<file path="src/rtl/mem_console_subsystem.sv">
// mem_console_subsystem: mirrored RAM plus a 4-word memory-mapped console window.
// The window sits at IO_BASE and holds TXDATA (+0), STATUS (+1), CONTROL (+2)
// and a reserved word (+3). TXDATA writes go into a circular TX FIFO, which
// drains to the console sink through a valid/ready handshake.
// Optional build macro: MEM_RDREG_EN. When it is defined, data_out is registered
// and has a 1-cycle read latency. When it is undefined, data_out is combinational.
module mem_console_subsystem #(
    parameter int                    ADDR_WIDTH = 16,
    parameter int                    DATA_WIDTH = 8,
    parameter int                    RAM_DEPTH  = 256,
    parameter logic [ADDR_WIDTH-1:0] IO_BASE    = 16'h5A00,
    parameter int                    FIFO_DEPTH = 8,
    parameter string                 INIT_FILE  = ""
) (
    input  logic                  clock,
    input  logic                  reset_n,
    input  logic [ADDR_WIDTH-1:0] address,
    input  logic                  write_en,
    input  logic [DATA_WIDTH-1:0] data_in,
    output logic [DATA_WIDTH-1:0] data_out,
    output logic [7:0]            tx_data,
    output logic                  tx_valid,
    input  logic                  tx_ready,
    output logic                  tx_overflow
);

    localparam int RAM_AW = $clog2(RAM_DEPTH);
    localparam int PW     = $clog2(FIFO_DEPTH);
    localparam int CW     = PW + 1;
    localparam logic [CW-1:0] FULL_CNT = CW'(FIFO_DEPTH);

    // Handshake: a byte moves to the sink on a rising edge where tx_valid and
    // tx_ready are both high. tx_valid never depends on tx_ready. tx_data holds
    // steady while the sink stalls. tx_data reads 0 while the FIFO is empty.

    logic [DATA_WIDTH-1:0] ram_q [RAM_DEPTH];
    logic [7:0]            buf_q [FIFO_DEPTH];
    logic [PW-1:0]         wr_ptr_q, wr_ptr_d;
    logic [PW-1:0]         rd_ptr_q, rd_ptr_d;
    logic [CW-1:0]         count_q, count_d;
    logic                  overflow_q, overflow_d;
    logic [7:0]            shadow_q, shadow_d;

    logic                  io_hit;
    logic [1:0]            io_off;
    logic [RAM_AW-1:0]     ram_idx;
    logic                  pop, push_req, push_accept, push_reject;
    logic                  ctl_wr, flush, clear_ovf;
    logic                  full, empty;
    logic [7:0]            status;
    logic [DATA_WIDTH-1:0] rd_data;

    // Power-up contents: NOP (8'h01) in every word. Reset never touches the RAM.
    initial begin
        for (int i = 0; i < RAM_DEPTH; i++) begin
            ram_q[i] = DATA_WIDTH'(8'h01);
        end
    end

    // Address decode. The IO window wins, and everything else mirrors into the RAM.
    always_comb begin
        io_hit      = (address[ADDR_WIDTH-1:2] == IO_BASE[ADDR_WIDTH-1:2]);
        io_off      = address[1:0];
        ram_idx     = address[RAM_AW-1:0];
        empty       = (count_q == '0);
        full        = (count_q == FULL_CNT);
        pop         = tx_valid & tx_ready;
        push_req    = write_en & io_hit & (io_off == 2'd0);
        ctl_wr      = write_en & io_hit & (io_off == 2'd2);
        flush       = ctl_wr & data_in[1];
        clear_ovf   = ctl_wr & data_in[0];
        // A flush swallows a push in the same cycle without flagging overflow.
        push_accept = push_req & ~flush & (~full | pop);
        push_reject = push_req & ~flush & full & ~pop;
        status      = {5'(count_q), overflow_q, empty, full};
    end

    // FIFO bookkeeping next state. A flush resets everything and overrides a same-cycle pop or push.
    always_comb begin
        wr_ptr_d   = wr_ptr_q;
        rd_ptr_d   = rd_ptr_q;
        count_d    = count_q;
        shadow_d   = shadow_q;
        overflow_d = overflow_q;
        if (flush) begin
            wr_ptr_d = '0;
            rd_ptr_d = '0;
            count_d  = '0;
        end else begin
            if (pop) begin
                rd_ptr_d = rd_ptr_q + PW'(1);
            end
            if (push_accept) begin
                wr_ptr_d = wr_ptr_q + PW'(1);
                shadow_d = data_in[7:0];
            end
            case ({push_accept, pop})
                2'b10:   count_d = count_q + CW'(1);
                2'b01:   count_d = count_q - CW'(1);
                default: count_d = count_q;
            endcase
        end
        if (clear_ovf) begin
            overflow_d = 1'b0;
        end
        // A rejected push beats a same-cycle clear, so overflow stays set.
        if (push_reject) begin
            overflow_d = 1'b1;
        end
    end

    // Control and status registers with synchronous active-low reset.
    always_ff @(posedge clock) begin
        if (!reset_n) begin
            wr_ptr_q   <= '0;
            rd_ptr_q   <= '0;
            count_q    <= '0;
            overflow_q <= 1'b0;
            shadow_q   <= 8'h00;
        end else begin
            wr_ptr_q   <= wr_ptr_d;
            rd_ptr_q   <= rd_ptr_d;
            count_q    <= count_d;
            overflow_q <= overflow_d;
            shadow_q   <= shadow_d;
        end
    end

    // FIFO storage. It needs no reset because the output is gated by the count.
    always_ff @(posedge clock) begin
        if (push_accept) begin
            buf_q[wr_ptr_q] <= data_in[7:0];
        end
    end

    // RAM write port. Writes that land in the IO window never reach the RAM.
    always_ff @(posedge clock) begin
        if (write_en && !io_hit) begin
            ram_q[ram_idx] <= data_in;
        end
    end

    // Sink side: the head byte is shown only while the FIFO holds data.
    always_comb begin
        tx_valid    = ~empty;
        tx_overflow = overflow_q;
        tx_data     = tx_valid ? buf_q[rd_ptr_q] : 8'h00;
    end

    // CPU read mux. IO registers are 8 bits wide and zero-extended.
    always_comb begin
        rd_data = '0;
        if (io_hit) begin
            case (io_off)
                2'd0:    rd_data = DATA_WIDTH'(shadow_q);
                2'd1:    rd_data = DATA_WIDTH'(status);
                default: rd_data = '0;
            endcase
        end else begin
            rd_data = ram_q[ram_idx];
        end
    end

`ifdef MEM_RDREG_EN
    logic [DATA_WIDTH-1:0] data_out_q;

    // Registered read: returns data for the address sampled at the previous edge.
    always_ff @(posedge clock) begin
        if (!reset_n) begin
            data_out_q <= '0;
        end else begin
            data_out_q <= rd_data;
        end
    end

    assign data_out = data_out_q;
`else
    assign data_out = rd_data;
`endif

endmodule

</file>
<file path="config.mk">
export PLATFORM = sky130hd
export DESIGN_NAME = mem_console_subsystem
export DESIGN_NICKNAME = d
export VERILOG_FILES = /design/src/rtl/mem_console_subsystem.sv
export SDC_FILE = /design/constraint.sdc
export NUM_CORES = 2
export LEC_CHECK = 0
export CAP_MARGIN = 20
export CELL_PAD_IN_SITES_DETAIL_PLACEMENT = 1
export CELL_PAD_IN_SITES_GLOBAL_PLACEMENT = 1
export CORE_MARGIN = 3
export CORE_UTILIZATION = 30
export CTS_CLUSTER_DIAMETER = 100
export DETAILED_ROUTE_END_ITERATION = 12
export GPL_TIMING_DRIVEN = 0
export MAX_ROUTING_LAYER = met4
export PLACE_DENSITY_LB_ADDON = 0.12
export SYNTH_ARGS = -nofsm -noshare
export SYNTH_HDL_FRONTEND = slang
export SYNTH_SLANG_ARGS = --single-unit
</file>
<file path="constraint.sdc">
create_clock -name clock -period 5.5 [get_ports clock]
set_input_delay 1.1 -clock clock [delete_from_list [all_inputs] [get_ports clock]]
set_output_delay 1.1 -clock clock [all_outputs]
set_load 0.02 [all_outputs]
</file>
Word-level counts from Yosys, hierarchy flattened
Memory sizes are Yosys's and may differ from the RTL's. A register that Yosys moved wholly into a read port is not among the register bits.
Cells that the tools add are included.
- reduce and logical (&&, ||, !) cells: 8
- add/subtract/negate cells: 4
- muxes and demuxes: 12
- equal/unequal tests: 6
- bitwise operators: 16
- operator list (kind ; number):
    two-way mux 8 bit ; 2
    case mux 8 bit (2 select lines) ; 1
    equality test 14 x 13 -> 1 bit (second input constant) ; 1
    bitwise AND 1 bit ; 10
    case mux 4 bit (2 select lines) ; 1
    adder 3 x 1 -> 3 bit (second input constant) ; 2
    two-way mux 1 bit ; 6
    two-way mux 3 bit ; 2
    NOT 1 bit ; 5
    adder 4 x 1 -> 4 bit (second input constant) ; 1
    equality test 2 x 1 -> 1 bit (second input constant) ; 2
    equality test 2 bit (second input constant) ; 2
    equality test 4 bit (second input constant) ; 1
    logical NOT 4 bit ; 1
    nonzero test 2 bit ; 2
    subtractor 4 x 1 -> 4 bit (second input constant) ; 1
    logical NOT 2 bit ; 1
    AND reduction 2 bit ; 1
    OR reduction 2 bit ; 1
    logical AND 1 bit ; 1
    logical NOT 1 bit ; 1
    bitwise OR 1 bit ; 1
- word-level logic and storage cells: 53
- flip-flop bits (word level): 19
- RAM bits: 2112
- memories kept: 2
- bits of input ports: 28
- memories (memory ; words ; bits a word ; rd ports ; clocked after memory_dff ; wr ports ; line ; RTL):
    ram_q ; 256 ; 8 ; 1 ; 0 ; 1 ; 36 ; logic [DATA_WIDTH-1:0] ram_q [RAM_DEPTH];
    buf_q ; 8 ; 8 ; 1 ; 1 ; 1 ; 37 ; logic [7:0] buf_q [FIFO_DEPTH];

Longest topological paths before layout
- word-level depth: 9
- depth in mapped cells: 18
- gate-level depth less buffers: 13

Least setup slack after synthesis
Ideal clock, no wire load.
- kind: input -> output
- start point: input address[1]
- end point: output data_out[4]
- buffers on the path: 3
- arrival time: 3.198 ns
- stages on the path: 9
- data required time: 4.400 ns
- slack: 1.202 ns
- path through: buf_4 -> buf_6 -> clkbuf_1 -> mux4_2 -> mux4_2 -> a22oi_1 -> nand3_1 -> o31ai_1 -> o311ai_1
- word-level cells in the longest chain between the ends: 3
- elaborated cells on any way between the ends: 5
- classes of those cells: eq/ne: 1; mux: 2; reduce/logical: 1; memory: 1
- RTL lines (what ; line ; RTL):
    from (decl) ; 17 ; input logic [ADDR_WIDTH-1:0] address,
    parallel branches: the longest is 2 deep, another holds memory read (256 x 8 bit) ; - ;
    two-way mux 8 bit (*) ; 153 ; if (io_hit) begin
    to (decl) ; 20 ; output logic [DATA_WIDTH-1:0] data_out,
Mark *: on every way between the ends.

Worst setup path after layout
- start point: input address[2]
- end point: output data_out[7]
- word-level cells in the longest chain between the ends: 2
- elaborated cells on any way between the ends: 3
- classes of those cells: eq/ne: 1; mux: 1; memory: 1
- RTL lines (what ; line):
    memory read (256 x 8 bit) or equality test 14 x 13 -> 1 bit (tied branches) ; -
    two-way mux 8 bit (*) ; 153
Every way passes the cells marked *; elsewhere a longest branch is shown, timed or not.

==> flow_summary.html <==
<table>
<tr><th>Metric</th><th>Value</th></tr>
<tr><th colspan="2">GRT</th></tr>
<tr><td>Via count of the first global-routing pass</td><td>46,000</td></tr>
<tr><td>Global-route total usage across every layer</td><td>26.2%</td></tr>
<tr><td>Initial antenna violation count</td><td>31</td></tr>
<tr><td>Wire length of the first global-routing pass</td><td>475 mm</td></tr>
<tr><td>Overall overflow remaining after global route</td><td>0</td></tr>
<tr><td>Maximum number of pins on one net before global-route repair</td><td>135</td></tr>
<tr><th colspan="2">Power</th></tr>
<tr><td>Net switching power of the design</td><td>8.80 mW</td></tr>
<tr><td>Proportion of total power due to net switching</td><td>24.2%</td></tr>
<tr><td>Overall power of the completed layout</td><td>36.4 mW</td></tr>
<tr><td>Part of the total power dissipated in combinational logic</td><td>7.4%</td></tr>
<tr><td>Maximum ir drop on the vdd rail</td><td>0.279 mV</td></tr>
<tr><td>Power share of the sequential group</td><td>49.2%</td></tr>
<tr><td>Leak pwr</td><td>31.6 nW</td></tr>
<tr><td>Power density over the cells</td><td>360 nW/um^2</td></tr>
<tr><td>Portion of total power attributed to the clock network</td><td>43.4%</td></tr>
<tr><td>Int Power</td><td>27.6 mW</td></tr>
<tr><th colspan="2">Critical path</th></tr>
<tr><td>Total buffers and inverters traversed by the critical path</td><td>3</td></tr>
<tr><td>Worst reg2reg setup slack</td><td>2.33 ns</td></tr>
<tr><td>Worst path slowest cell</td><td>buf_2</td></tr>
<tr><td>Setup Crit Path Kind</td><td>in2out</td></tr>
<tr><td>Category of the worst setup path launch point</td><td>primary input</td></tr>
<tr><td>Data required, critical path</td><td>4.40 ns</td></tr>
<tr><td>Top cell family by delay on the critical path</td><td>compound AO/OA/AOI/OAI gates</td></tr>
<tr><td>Endpoint arrival time on the critical path</td><td>4.51 ns</td></tr>
<tr><td>Max incr delay on CP</td><td>0.55 ns</td></tr>
<tr><td>Nature of the critical path endpoint</td><td>primary output</td></tr>
<tr><td>Cells traversed along the worst timing path</td><td>buf_4 -&gt; and2_2 -&gt; buf_2 -&gt; a22oi_1 -&gt; a22o_1 -&gt; a2111oi_4 -&gt; o21ai_1 -&gt; a31oi_4 -&gt; o221ai_2 -&gt; dlygate4sd2_1</td></tr>
<tr><td>Top fanout value on the critical path</td><td>10</td></tr>
<tr><th colspan="2">STA</th></tr>
<tr><td>Period utilisation layout</td><td>102%</td></tr>
<tr><td>Maximum clock frequency</td><td>0.178 GHz</td></tr>
<tr><td>Worst clock skew</td><td>0.00895 ns</td></tr>
<tr><td>Number of setup violations in the final report</td><td>4</td></tr>
<tr><td>Actual slew at the worst max-slew pin</td><td>1.26 ns</td></tr>
<tr><td>Crit path time final</td><td>5.61 ns</td></tr>
<tr><td>Slew margin rel.</td><td>15.7%</td></tr>
<tr><td>Pins Over Slew Limit</td><td>0</td></tr>
<tr><td>Final-report hold violation count</td><td>0</td></tr>
<tr><td>Final Worst Setup Slack</td><td>-0.107 ns</td></tr>
<tr><th colspan="2">Run</th></tr>
<tr><td>Total of max-cap violations</td><td>0</td></tr>
<tr><th colspan="2">Placed design</th></tr>
<tr><td>Final estimated routing congestion in global placement</td><td>0.896</td></tr>
<tr><td>Setup slack at placement</td><td>-3.51 ns</td></tr>
<tr><td>Half-perimeter wire length after placement</td><td>243 mm</td></tr>
<tr><td>Input/output buffers</td><td>42</td></tr>
<tr><th colspan="2">Synth</th></tr>
<tr><td>Post-Syn Area</td><td>83,100 sq um</td></tr>
<tr><td>Number of synthesized flops with an enable pin</td><td>2,112</td></tr>
<tr><td>Post-synthesis cell count</td><td>3,978</td></tr>
<tr><td>Dominant cells by area after synthesis</td><td>edfxtp_1, mux4_2, mux2i_1</td></tr>
<tr><td>Nets in the synthesized netlist</td><td>4,011</td></tr>
<tr><td>Dominant register cell in the synthesized netlist</td><td>edfxtp_1</td></tr>
<tr><td>Fraction of synthesis flops using an asynchronous set or reset pin</td><td>0%</td></tr>
<tr><td>Synth Warn #</td><td>0</td></tr>
<tr><td>Post-synth top area share</td><td>76.3%</td></tr>
<tr><td>Number of library cell types mapped by synthesis</td><td>76</td></tr>
<tr><td>FF+latch count, synth</td><td>2,134</td></tr>
<tr><td>Per-instance average area after synthesis</td><td>20.9 sq um</td></tr>
<tr><td>Cell taking the most area after synthesis</td><td>edfxtp_1</td></tr>
<tr><td>Register area share after synthesis</td><td>76.8%</td></tr>
<tr><th colspan="2">Cells and area</th></tr>
<tr><td>Synthesis-to-finish area growth</td><td>21.8%</td></tr>
<tr><td>Fraction of layout instances using a drive strength above 1</td><td>30.0%</td></tr>
<tr><td>Footprint of the flip-flops and latches</td><td>63,900 sq um</td></tr>
<tr><td>Total Nets Final</td><td>4,481</td></tr>
<tr><td>Commonest non-fill, non-tap cell in the layout</td><td>edfxtp_1</td></tr>
<tr><td>Area of the multi-input gates</td><td>19,100 sq um</td></tr>
<tr><td>Filler cells</td><td>26,400</td></tr>
<tr><td>Commonest cells after routing, fill and taps aside</td><td>edfxtp_1, mux4_2, nor2_1, clkbuf_16, nand2_1</td></tr>
<tr><th colspan="2">Floorplanning</th></tr>
<tr><td>Area of the core region</td><td>275,000 sq um</td></tr>
<tr><td>Top-Level Pins</td><td>46</td></tr>
<tr><td>Initial cell density of the core</td><td>30.3%</td></tr>
<tr><td>Die area</td><td>283,000 sq um</td></tr>
<tr><td>Horiz. Die Dim</td><td>532 microns</td></tr>
<tr><td>Die Y-Extent</td><td>532 microns</td></tr>
<tr><td>Rows</td><td>192</td></tr>
<tr><th colspan="2">Routing</th></tr>
<tr><td>Total Routed Length</td><td>367 mm</td></tr>
<tr><td>DRC Markers</td><td>0</td></tr>
<tr><td>Routed length per placed instance</td><td>44.0 microns</td></tr>
<tr><td>First DRT Iteration DRCs</td><td>6,802</td></tr>
<tr><td>Ratio of routed vias to standard cells</td><td>5.56</td></tr>
<tr><td>Via count</td><td>46,500</td></tr>
<tr><td>Antenna-violating nets left</td><td>0</td></tr>
<tr><td>Number of detailed-route iterations in the first pass</td><td>7</td></tr>
<tr><th colspan="2">Outcome</th></tr>
<tr><td>Violated checks</td><td>setup timing</td></tr>
<tr><td>Run status</td><td>complete, but fails checks</td></tr>
<tr><th colspan="2">Clock tree</th></tr>
<tr><td>TritonCTS clock tree</td><td>built</td></tr>
<tr><td>Clock-pin slew on the worst setup and hold paths</td><td>0.06 ns</td></tr>
<tr><td>Worst-Skew Late Latency</td><td>0.88 ns</td></tr>
<tr><td>Maximum count of clock buffers along a single path</td><td>3</td></tr>
<tr><td>CTS Root Buffer Type</td><td>clkbuf_16</td></tr>
<tr><td>Clk sink count</td><td>2,134</td></tr>
<tr><td>Clock buffers created by TritonCTS</td><td>236</td></tr>
<tr><td>Number of levels the H-tree was split into</td><td>4</td></tr>
<tr><th colspan="2">Worst hold path</th></tr>
<tr><td>Kind of path behind the tightest hold check</td><td>reg2reg</td></tr>
</table>
through the flow:
step	TNS [ns]	instance area [sq um]	hold WS, ns	std cells	util (%)
4_1_cts	-0.140	101000	0.473	8295	36.6
2_1_floorplan	0	83100	0.443	3978	-
3_3_place_gp	-	88200	0.452	7706	32.1
5_1_grt	-0.00173	101000	0.502	8353	36.9
3_5_place_dp	-3233.05	90000	0.462	7806	32.8
6_report	-0.203	101000	0.471	8356	36.9
flip-flops by register name, indices dropped and copies added, names as in the netlist, named ones only:
| name | flops |
|---|---|
| ram_q | 2048 |
| shadow_q | 8 |
| wr_ptr_q | 3 |
| buf_q | 64 |
| tx_overflow | 1 |
| rd_ptr_q | 3 |
| count_q | 4 |
path summary, 6_finish.rpt:
check / startpoint / endpoint / depth (start not counted)
setup reg to reg: count_q[1] / count_q[2] / 12
hold / removal: shadow_q[4] / shadow_q[4] / 2
hold reg to reg: shadow_q[4] / shadow_q[4] / 2
setup / recovery: address[2] / data_out[7] / 10
what timing repair did:
item | 4_1_cts | 5_1_grt
hold buffers | 0 | 0
cloned | 0 | 1
setup endpoints to repair | 1677 | 8
pin swaps | 21 | 8
resized for setup | 618 | 30
buffers inserted | 50 | 22
synthesized netlist by cell type, types with 15 or more instances:
cell	count
a21oi_1	24
a22oi_1	41
a32oi_1	29
buf_1	22
buf_2	45
buf_4	38
buf_6	25
clkbuf_1	100
dfxtp_1	22
edfxtp_1	2112
mux2i_1	165
mux4_2	502
nand2_1	184
nand3_1	50
nor2_1	315
nor3_1	15
o21ai_0	18
o22ai_1	64
tightest hold or removal path, delay by kind of cell, from the launching register on:
| kind | cells | cell delay (ns) |
|---|---|---|
| AO/OA/AOI/OAI | 1 | 0.07 |
| flip-flops | 1 | 0.31 |
| AND/OR/NAND/NOR | 1 | 0.05 |
power groups by stage:
stage	clock network, mW	logic (mW)	registers (mW)
detailed placement	0	2.39	18.3
CTS	16.0	2.66	17.9
finish	15.8	2.71	17.9
global placement	0	2.28	18.5
global route	16.6	2.73	17.9
floorplan	0	0.863	18.3
kinds of logic (layout without fill, tap and decap cells):
kind of cell | Yosys count | after routing | share of synthesized area (%)
multiplexers | 675 | 675 | 15.8
flip-flops | 2134 | 2134 | 76.8
buffers and inverters | 241 | 916 | 1.61
AO/OA/AOI/OAI | 266 | 266 | 2.29
XOR/XNOR | 8 | 8 | 0.0843
other | 0 | 17 | 0
AND/OR/NAND/NOR | 649 | 649 | 3.35
adder cells (fa/ha/maj) | 5 | 5 | 0.0753
routing by layer:
layer  vias up  routed length (microns)  global-route usage (%)
li1      17600                        -                       -
met3       480                    29100                    5.36
met4         0                    13600                    8.51
met1     26200                   155000                    35.3
met2      2229                   170000                    39.8
met5         -                        0                       -
final cells by class:
type                            instances  area share (%)
Sequential cell                      2134            63.1
Multi-Input combinational cell       1603            18.9
Clock buffer                          289            6.07
Tap cell                             3686            4.56
Buffer                                230            2.98
Timing Repair Buffer                  236            2.96
Clock inverter                        154            1.41
Antenna cell                           17          0.0420
Inverter                                7          0.0358
(Power assumes the default switching activity.)
